### config.mk
export PLATFORM = sky130hd
export DESIGN_NAME = fp_result_collector_flat
export DESIGN_NICKNAME = d
export VERILOG_FILES = /design/src/rtl/fp_result_collector_if.sv /design/src/rtl/fp_result_collector.sv /design/src/flat_wrapper.sv
export SDC_FILE = /design/constraint.sdc
export NUM_CORES = 1
export LEC_CHECK = 0
export ABC_AREA = 1
export CORE_MARGIN = 1
export CORE_UTILIZATION = 25
export DETAILED_ROUTE_END_ITERATION = 7
export GPL_TIMING_DRIVEN = 0
export PLACE_DENSITY = 0.5
export SYNTH_ARGS = -nofsm -noshare
export SYNTH_HDL_FRONTEND = slang
export SYNTH_SLANG_ARGS = --single-unit
### constraint.sdc
create_clock -name clk -period 9.8 [get_ports clk]
set_clock_uncertainty 0.1 [all_clocks]
set_input_delay 0.98 -clock clk [delete_from_list [all_inputs] [get_ports clk]]
set_output_delay 0.98 -clock clk [all_outputs]
set_load 0.02 [all_outputs]
### src/rtl/fp_result_collector_if.sv
// Return-path bundle between the execution units, the collector and the CPU.
// Sticky-overflow signals exist only when OVF_STICKY_EN is defined.
interface fp_result_collector_if;
   logic [31:0] add_result;
   logic        add_done;
   logic        add_overflow;
   logic [31:0] mul_result;
   logic        mul_done;
   logic        mul_overflow;
   logic [31:0] sine_result;
   logic [31:0] cosine_result;
   logic        sine_done;
   logic        cpu_ack;
   logic [31:0] result;
   logic        overflow;
   logic [1:0]  result_tag;
   logic        done;
   logic        out_fifo_hold;
   logic        collision_err;
`ifdef OVF_STICKY_EN
   logic        clr_sticky;
   logic        overflow_sticky;
`endif

   modport slave (
      input  add_result, add_done, add_overflow,
      input  mul_result, mul_done, mul_overflow,
      input  sine_result, cosine_result, sine_done,
      input  cpu_ack,
`ifdef OVF_STICKY_EN
      input  clr_sticky,
      output overflow_sticky,
`endif
      output result, overflow, result_tag, done, out_fifo_hold, collision_err
   );

   modport master (
      output add_result, add_done, add_overflow,
      output mul_result, mul_done, mul_overflow,
      output sine_result, cosine_result, sine_done,
      output cpu_ack,
`ifdef OVF_STICKY_EN
      output clr_sticky,
      input  overflow_sticky,
`endif
      input  result, overflow, result_tag, done, out_fifo_hold, collision_err
   );
endinterface

### src/rtl/fp_result_collector.sv
// Captures add/mul/sincos completions into pending slots and serialises them, source-tagged,
// into a show-ahead output FIFO. Optional sticky overflow flag under OVF_STICKY_EN.
module fp_result_collector #(
   parameter int DEPTH       = 8,
   parameter int HOLD_THRESH = 2
) (
   input logic                  clk,
   input logic                  n_rst,
   fp_result_collector_if.slave bus
);
   localparam int PW = $clog2(DEPTH);
   localparam int CW = $clog2(DEPTH + 1);
   localparam logic [CW-1:0] FULL_CNT = CW'(DEPTH);

   typedef struct packed {
      logic [31:0] data;
      logic        ovf;
      logic [1:0]  tag;
   } entry_t;

   entry_t        mem_q [DEPTH];
   logic [PW-1:0] wrPtr_q, wrPtr_d, rdPtr_q, rdPtr_d;
   logic [CW-1:0] count_q, count_d, remain;
   entry_t        head_q, head_d;
   logic          done_q, done_d, hold_q, hold_d, coll_q, coll_d;

   logic          addOcc_q, addOcc_d, mulOcc_q, mulOcc_d;
   entry_t        addSlot_q, addSlot_d, mulSlot_q, mulSlot_d;
   logic          sinOcc_q, sinOcc_d, sinSent_q, sinSent_d;
   logic [31:0]   sinData_q, sinData_d, cosData_q, cosData_d;

   logic          pop, canPush, push, addPush, mulPush, sinPush, cosPush;
   entry_t        pushEntry;
   logic [2:0]    pendWords;

   always_comb begin
      pop       = bus.cpu_ack && done_q;
      canPush   = (count_q != FULL_CNT) || pop;
      addPush   = 1'b0;
      mulPush   = 1'b0;
      sinPush   = 1'b0;
      cosPush   = 1'b0;
      pushEntry = '0;
      if (canPush) begin
         if (addOcc_q)      addPush = 1'b1;
         else if (mulOcc_q) mulPush = 1'b1;
         else if (sinOcc_q) begin
            if (sinSent_q) cosPush = 1'b1;
            else           sinPush = 1'b1;
         end
      end
      push = addPush || mulPush || sinPush || cosPush;
      if (addPush)      pushEntry = addSlot_q;
      else if (mulPush) pushEntry = mulSlot_q;
      else if (sinPush) pushEntry = '{data: sinData_q, ovf: 1'b0, tag: 2'b10};
      else if (cosPush) pushEntry = '{data: cosData_q, ovf: 1'b0, tag: 2'b11};

      // A slot drained at this edge may take a new capture at the same edge.
      coll_d    = 1'b0;
      addOcc_d  = addOcc_q && !addPush;
      addSlot_d = addSlot_q;
      if (bus.add_done) begin
         if (!addOcc_d) begin
            addOcc_d  = 1'b1;
            addSlot_d = '{data: bus.add_result, ovf: bus.add_overflow, tag: 2'b00};
         end else begin
            coll_d = 1'b1;
         end
      end
      mulOcc_d  = mulOcc_q && !mulPush;
      mulSlot_d = mulSlot_q;
      if (bus.mul_done) begin
         if (!mulOcc_d) begin
            mulOcc_d  = 1'b1;
            mulSlot_d = '{data: bus.mul_result, ovf: bus.mul_overflow, tag: 2'b01};
         end else begin
            coll_d = 1'b1;
         end
      end
      sinOcc_d  = sinOcc_q && !cosPush;
      sinSent_d = sinPush ? 1'b1 : (cosPush ? 1'b0 : sinSent_q);
      sinData_d = sinData_q;
      cosData_d = cosData_q;
      if (bus.sine_done) begin
         if (!sinOcc_d) begin
            sinOcc_d  = 1'b1;
            sinSent_d = 1'b0;
            sinData_d = bus.sine_result;
            cosData_d = bus.cosine_result;
         end else begin
            coll_d = 1'b1;
         end
      end

      wrPtr_d = wrPtr_q + PW'(push);
      rdPtr_d = rdPtr_q + PW'(pop);
      count_d = count_q + CW'(push) - CW'(pop);
      remain  = count_q - CW'(pop);
      done_d  = (count_d != '0);
      // The new head is the word being written when the FIFO would otherwise be empty.
      if (count_d == '0)     head_d = '0;
      else if (remain == '0) head_d = pushEntry;
      else                   head_d = mem_q[rdPtr_d];

      pendWords = {2'b00, addOcc_d} + {2'b00, mulOcc_d}
                + (sinOcc_d ? (sinSent_d ? 3'd1 : 3'd2) : 3'd0);
      hold_d    = (int'(count_d) + int'(pendWords) + HOLD_THRESH) >= DEPTH;
   end

   always_ff @(posedge clk) begin
      if (push) mem_q[wrPtr_q] <= pushEntry;
   end

   always_ff @(posedge clk or negedge n_rst) begin
      if (!n_rst) begin
         wrPtr_q   <= '0;
         rdPtr_q   <= '0;
         count_q   <= '0;
         head_q    <= '0;
         done_q    <= 1'b0;
         hold_q    <= 1'b0;
         coll_q    <= 1'b0;
         addOcc_q  <= 1'b0;
         addSlot_q <= '0;
         mulOcc_q  <= 1'b0;
         mulSlot_q <= '0;
         sinOcc_q  <= 1'b0;
         sinSent_q <= 1'b0;
         sinData_q <= '0;
         cosData_q <= '0;
      end else begin
         wrPtr_q   <= wrPtr_d;
         rdPtr_q   <= rdPtr_d;
         count_q   <= count_d;
         head_q    <= head_d;
         done_q    <= done_d;
         hold_q    <= hold_d;
         coll_q    <= coll_d;
         addOcc_q  <= addOcc_d;
         addSlot_q <= addSlot_d;
         mulOcc_q  <= mulOcc_d;
         mulSlot_q <= mulSlot_d;
         sinOcc_q  <= sinOcc_d;
         sinSent_q <= sinSent_d;
         sinData_q <= sinData_d;
         cosData_q <= cosData_d;
      end
   end

   assign bus.result        = head_q.data;
   assign bus.overflow      = head_q.ovf;
   assign bus.result_tag    = head_q.tag;
   assign bus.done          = done_q;
   assign bus.out_fifo_hold = hold_q;
   assign bus.collision_err = coll_q;

`ifdef OVF_STICKY_EN
   logic sticky_q, sticky_d;

   // Setting on an overflow pop takes precedence over a simultaneous clear.
   always_comb begin
      sticky_d = sticky_q;
      if (pop && head_q.ovf)   sticky_d = 1'b1;
      else if (bus.clr_sticky) sticky_d = 1'b0;
   end

   always_ff @(posedge clk or negedge n_rst) begin
      if (!n_rst) sticky_q <= 1'b0;
      else        sticky_q <= sticky_d;
   end

   assign bus.overflow_sticky = sticky_q;
`endif
endmodule

### src/flat_wrapper.sv
// flat-port wrapper written by rule: the top's interface ports become plain ports
module fp_result_collector_flat 
#(
   parameter int DEPTH       = 8,
   parameter int HOLD_THRESH = 2
)
  (clk, n_rst, bus_add_result, bus_add_done, bus_add_overflow, bus_mul_result, bus_mul_done, bus_mul_overflow, bus_sine_result, bus_cosine_result, bus_sine_done, bus_cpu_ack, bus_result, bus_overflow, bus_result_tag, bus_done, bus_out_fifo_hold, bus_collision_err);
  fp_result_collector_if bus_i ();
  input logic clk;
  input logic n_rst;
  input wire logic [$bits(bus_i.add_result)-1:0] bus_add_result;
  input wire logic [$bits(bus_i.add_done)-1:0] bus_add_done;
  input wire logic [$bits(bus_i.add_overflow)-1:0] bus_add_overflow;
  input wire logic [$bits(bus_i.mul_result)-1:0] bus_mul_result;
  input wire logic [$bits(bus_i.mul_done)-1:0] bus_mul_done;
  input wire logic [$bits(bus_i.mul_overflow)-1:0] bus_mul_overflow;
  input wire logic [$bits(bus_i.sine_result)-1:0] bus_sine_result;
  input wire logic [$bits(bus_i.cosine_result)-1:0] bus_cosine_result;
  input wire logic [$bits(bus_i.sine_done)-1:0] bus_sine_done;
  input wire logic [$bits(bus_i.cpu_ack)-1:0] bus_cpu_ack;
  output wire logic [$bits(bus_i.result)-1:0] bus_result;
  output wire logic [$bits(bus_i.overflow)-1:0] bus_overflow;
  output wire logic [$bits(bus_i.result_tag)-1:0] bus_result_tag;
  output wire logic [$bits(bus_i.done)-1:0] bus_done;
  output wire logic [$bits(bus_i.out_fifo_hold)-1:0] bus_out_fifo_hold;
  output wire logic [$bits(bus_i.collision_err)-1:0] bus_collision_err;
  assign bus_i.add_result = bus_add_result;
  assign bus_i.add_done = bus_add_done;
  assign bus_i.add_overflow = bus_add_overflow;
  assign bus_i.mul_result = bus_mul_result;
  assign bus_i.mul_done = bus_mul_done;
  assign bus_i.mul_overflow = bus_mul_overflow;
  assign bus_i.sine_result = bus_sine_result;
  assign bus_i.cosine_result = bus_cosine_result;
  assign bus_i.sine_done = bus_sine_done;
  assign bus_i.cpu_ack = bus_cpu_ack;
  assign bus_result = bus_i.result;
  assign bus_overflow = bus_i.overflow;
  assign bus_result_tag = bus_i.result_tag;
  assign bus_done = bus_i.done;
  assign bus_out_fifo_hold = bus_i.out_fifo_hold;
  assign bus_collision_err = bus_i.collision_err;
  fp_result_collector #(.DEPTH(DEPTH), .HOLD_THRESH(HOLD_THRESH)) u_core (.clk(clk), .n_rst(n_rst), .bus(bus_i));
endmodule
==> flow_summary.yaml <==
status:
  status: "completed"
floorplanning:
  dieArea_um2: 79100
  die_y_um: 281
  coreArea_um2: 77300
  io_pins: 174
  fp-row-count: 102
  initial_core_util: 0.252
  die_w_um: 281
logic_synthesis:
  synth_top_area_frac: 0.431
  synth.area.top_cells: "edfxtp_1 (43%), dfrtp_1 (23%), nand3_1 (12%), nand2_1 (11%), nor2_1 (1.6%)"
  synthCells: 1912
  synth.avg_cell_area_um2: 10.2
  synth_area_um2: 19500
  ys_seq_area_frac: 0.666
  synth.ff_latch_count: 463
  yosysTopAreaCell: "edfxtp_1"
  syn_nets: 2068
  yosysUniqueCellTypes: 27
  yosys_warnings: 0
clock_tree:
  path_clk_slew_ps: 60
  cts_root_buffer: "clkbuf_16"
  hold_buffers: 0
  clock_path_buffers: 3
  cts_sinks: 463
  cts-buffers-inserted: 50
  cts_resized: 0
  htreeDepth: 2
  cts_setup_buffers: 0
  clock_latency_ps: 580
  cts_tree: "yes"
power:
  p_comb_frac: 0.405
  pwr-share-seq: 0.360
  vdd_drop_max_uv: 164
  switchingPower_mw: 3.36
  leakage_nw: 10.0
  p_sw_frac: 0.394
  internal_power_mw: 5.18
  p_clk_frac: 0.235
  power_density_nw_per_um2: 348
finish:
  multi_input_area_um2: 5770
  stdcell_count: 3226
  final_cell_mix: "nand2_1 (577), nand3_1 (481), edfxtp_1 (280)"
  n_antenna_cell: 0
  seq_area_um2: 13000
  area_delta_synth_final_pct: 25.9
  finish.instance_area_um2: 24600
  drive_above_1_share: 0.0737
  nets: 2301
  layout_commonest_cell: "nand2_1"
  n_fill_cell: 8001
global_routing:
  met3_usage: 0.0190
  gr-total-overflow: 0
  grt_first_pass_wirelength_um: 90300
  met1_usage: 0.200
  met2_usage: 0.254
  grt_max_degree: 102
  grt_pass1_vias: 15000
  antenna_found_initial: 0
  top_usage_layer: "met2"
  grt_util_all_layers: 0.151
sta:
  drv_slew: 0
  rsz0062_at_grt: "no"
  fmax_ghz: 0.201
  fin_crit_sh: 0.507
  whs_ps: 290
  worst_slew_pin_slew_ps: 1030
  slew_headroom: 0.315
  post-route-min-period_ps: 4970
  finalSetupViolations: 0
  finalHoldViolations: 0
  setup_ws_ps: 4830
detailed_routing:
  drc: 0
  postRouteAntennaNets: 0
  first_iter_violations: 1192
  num_vias: 14700
  drt_pass1_iterations: 6
  avgRoutedWirePerCell_um: 18.5
  viasPerCell: 4.55
  routed_wl_um: 59600
placed_design:
  dp_cells: 3133
  place_ws_ps: 4190
  portBuffers: 172
  placed_area_um2: 22800
  routabilityCongestion: 0.822
  dpl.hpwl_um: 43900
setup_path:
  start_kind: "input pin"
  end_kind: "flip-flop"
  crit_type: "in -> reg"
  cp.required_ps: 10150
  crit_fanout: 10
  critPathArrivalTime_ps: 5320
job:
  drv_cap: 0
hold_path:
  hp-class: "in -> async"
## through the flow
| step | power, mW | utilization | TNS (ps) |
|---|---|---|---|
| after floorplan | 5.20 | - | 0 |
| after global placement | 6.48 | 0.291 | -88880 |
| after detailed placement | 6.60 | 0.295 | 0 |
| after CTS | 8.64 | 0.318 | 0 |
| after global routing | 9.11 | 0.318 | 0 |
| final | 8.54 | 0.318 | 0 |
## sequential cells by signal, indices dropped and copies added (netlist names)
register	flops
u_core.addOcc_q	1
u_core.addSlot_q	33
u_core.bus.collision_err	1
u_core.bus.done	1
u_core.bus.out_fifo_hold	1
u_core.bus.overflow	1
u_core.bus.result	32
u_core.bus.result_tag	2
u_core.cosData_q	32
u_core.count_q	4
u_core.mem_q	280
u_core.mulOcc_q	1
u_core.mulSlot_q	34
u_core.rdPtr_q	3
u_core.sinData_q	32
u_core.sinOcc_q	1
u_core.sinSent_q	1
u_core.wrPtr_q	3
## critical path, stage by stage
cell and delay [ps]:
clkdlybuf4s50_1 460, nand2_1 110, nand3_1 450, buf_2 360
buf_2 280, nor2_1 80, or2_2 290, ha_1 290
ha_1 140, inv_1 40, fa_1 470, inv_1 70
fa_1 430, xnor2_1 220, inv_1 60, ha_1 230
inv_1 60, nand3_1 80, nand3_1 90, nand3_1 80
## layer usage
layer | wire length (µm) | vias up
met5 | 0 | -
met4 | 1750 | 0
met3 | 2770 | 90
met2 | 28400 | 442
met1 | 26700 | 7159
li1 | - | 6985
## layout make-up
type / instances / share of cell area
buffer: 128 / 0.0227
clock buffer: 63 / 0.0563
clock inverter: 30 / 0.0153
inverter: 65 / 0.00993
multi-input combinational: 1256 / 0.235
sequential: 463 / 0.529
tap: 1040 / 0.0530
timing repair buffer: 181 / 0.0789
## cells in the mapped netlist
| master | n |
|---|---|
| inv_1 | 61 |
| clkbuf_1 | 62 |
| o21ai_0 | 36 |
| xnor2_1 | 2 |
| dfrtp_1 | 183 |
| nor2_2 | 2 |
| nor3_4 | 1 |
| buf_4 | 4 |
| buf_1 | 13 |
| nand3_1 | 481 |
| o221ai_1 | 1 |
| inv_2 | 2 |
| nor3_1 | 1 |
| nand4_1 | 32 |
| or2_2 | 2 |
| clkinv_1 | 2 |
| nand3_2 | 1 |
| edfxtp_1 | 280 |
| nor2_1 | 84 |
| o21ai_1 | 1 |
| fa_1 | 3 |
| buf_2 | 49 |
| nand2_1 | 577 |
| a21oi_1 | 11 |
| xor2_1 | 2 |
| ha_1 | 17 |
| nand2_2 | 2 |
## cell families after synthesis
family	count (synthesis)	synth area share
DFF	463	0.666
xor gates and xnor gates	4	0.00180
buffers and inverters	193	0.0411
adders and majority gates	20	0.0140
and+or+nand+nor	1183	0.264
AOI/OAI and AO/OA	49	0.0128
## path summary, 6_finish.rpt
| check | startpoint | endpoint | slack, ps | cells after the start |
|---|---|---|---|---|
| max in group asynchronous | n_rst | u_core.bus.collision_err | 8320 | 2 |
| min | n_rst | u_core.sinData_q[15] | 290 | 1 |
| max | bus_cpu_ack | u_core.bus.out_fifo_hold | 4830 | 20 |
| max reg2reg | u_core.count_q[2] | u_core.bus.out_fifo_hold | 5180 | 20 |
| min reg2reg | u_core.cosData_q[16] | u_core.cosData_q[16] | 370 | 2 |
| min in group clk | u_core.cosData_q[16] | u_core.cosData_q[16] | 370 | 2 |
## power by group through the flow
stage | combinational [mW] | sequential [mW] | clock [mW]
global placement | 3.35 | 3.13 | 0
floorplan | 2.05 | 3.15 | 0
CTS | 3.51 | 3.07 | 2.06
global route | 3.86 | 3.13 | 2.12
finish | 3.46 | 3.07 | 2.01
detailed placement | 3.50 | 3.11 | 0
Note: power is estimated with default switching activity, not from simulation.
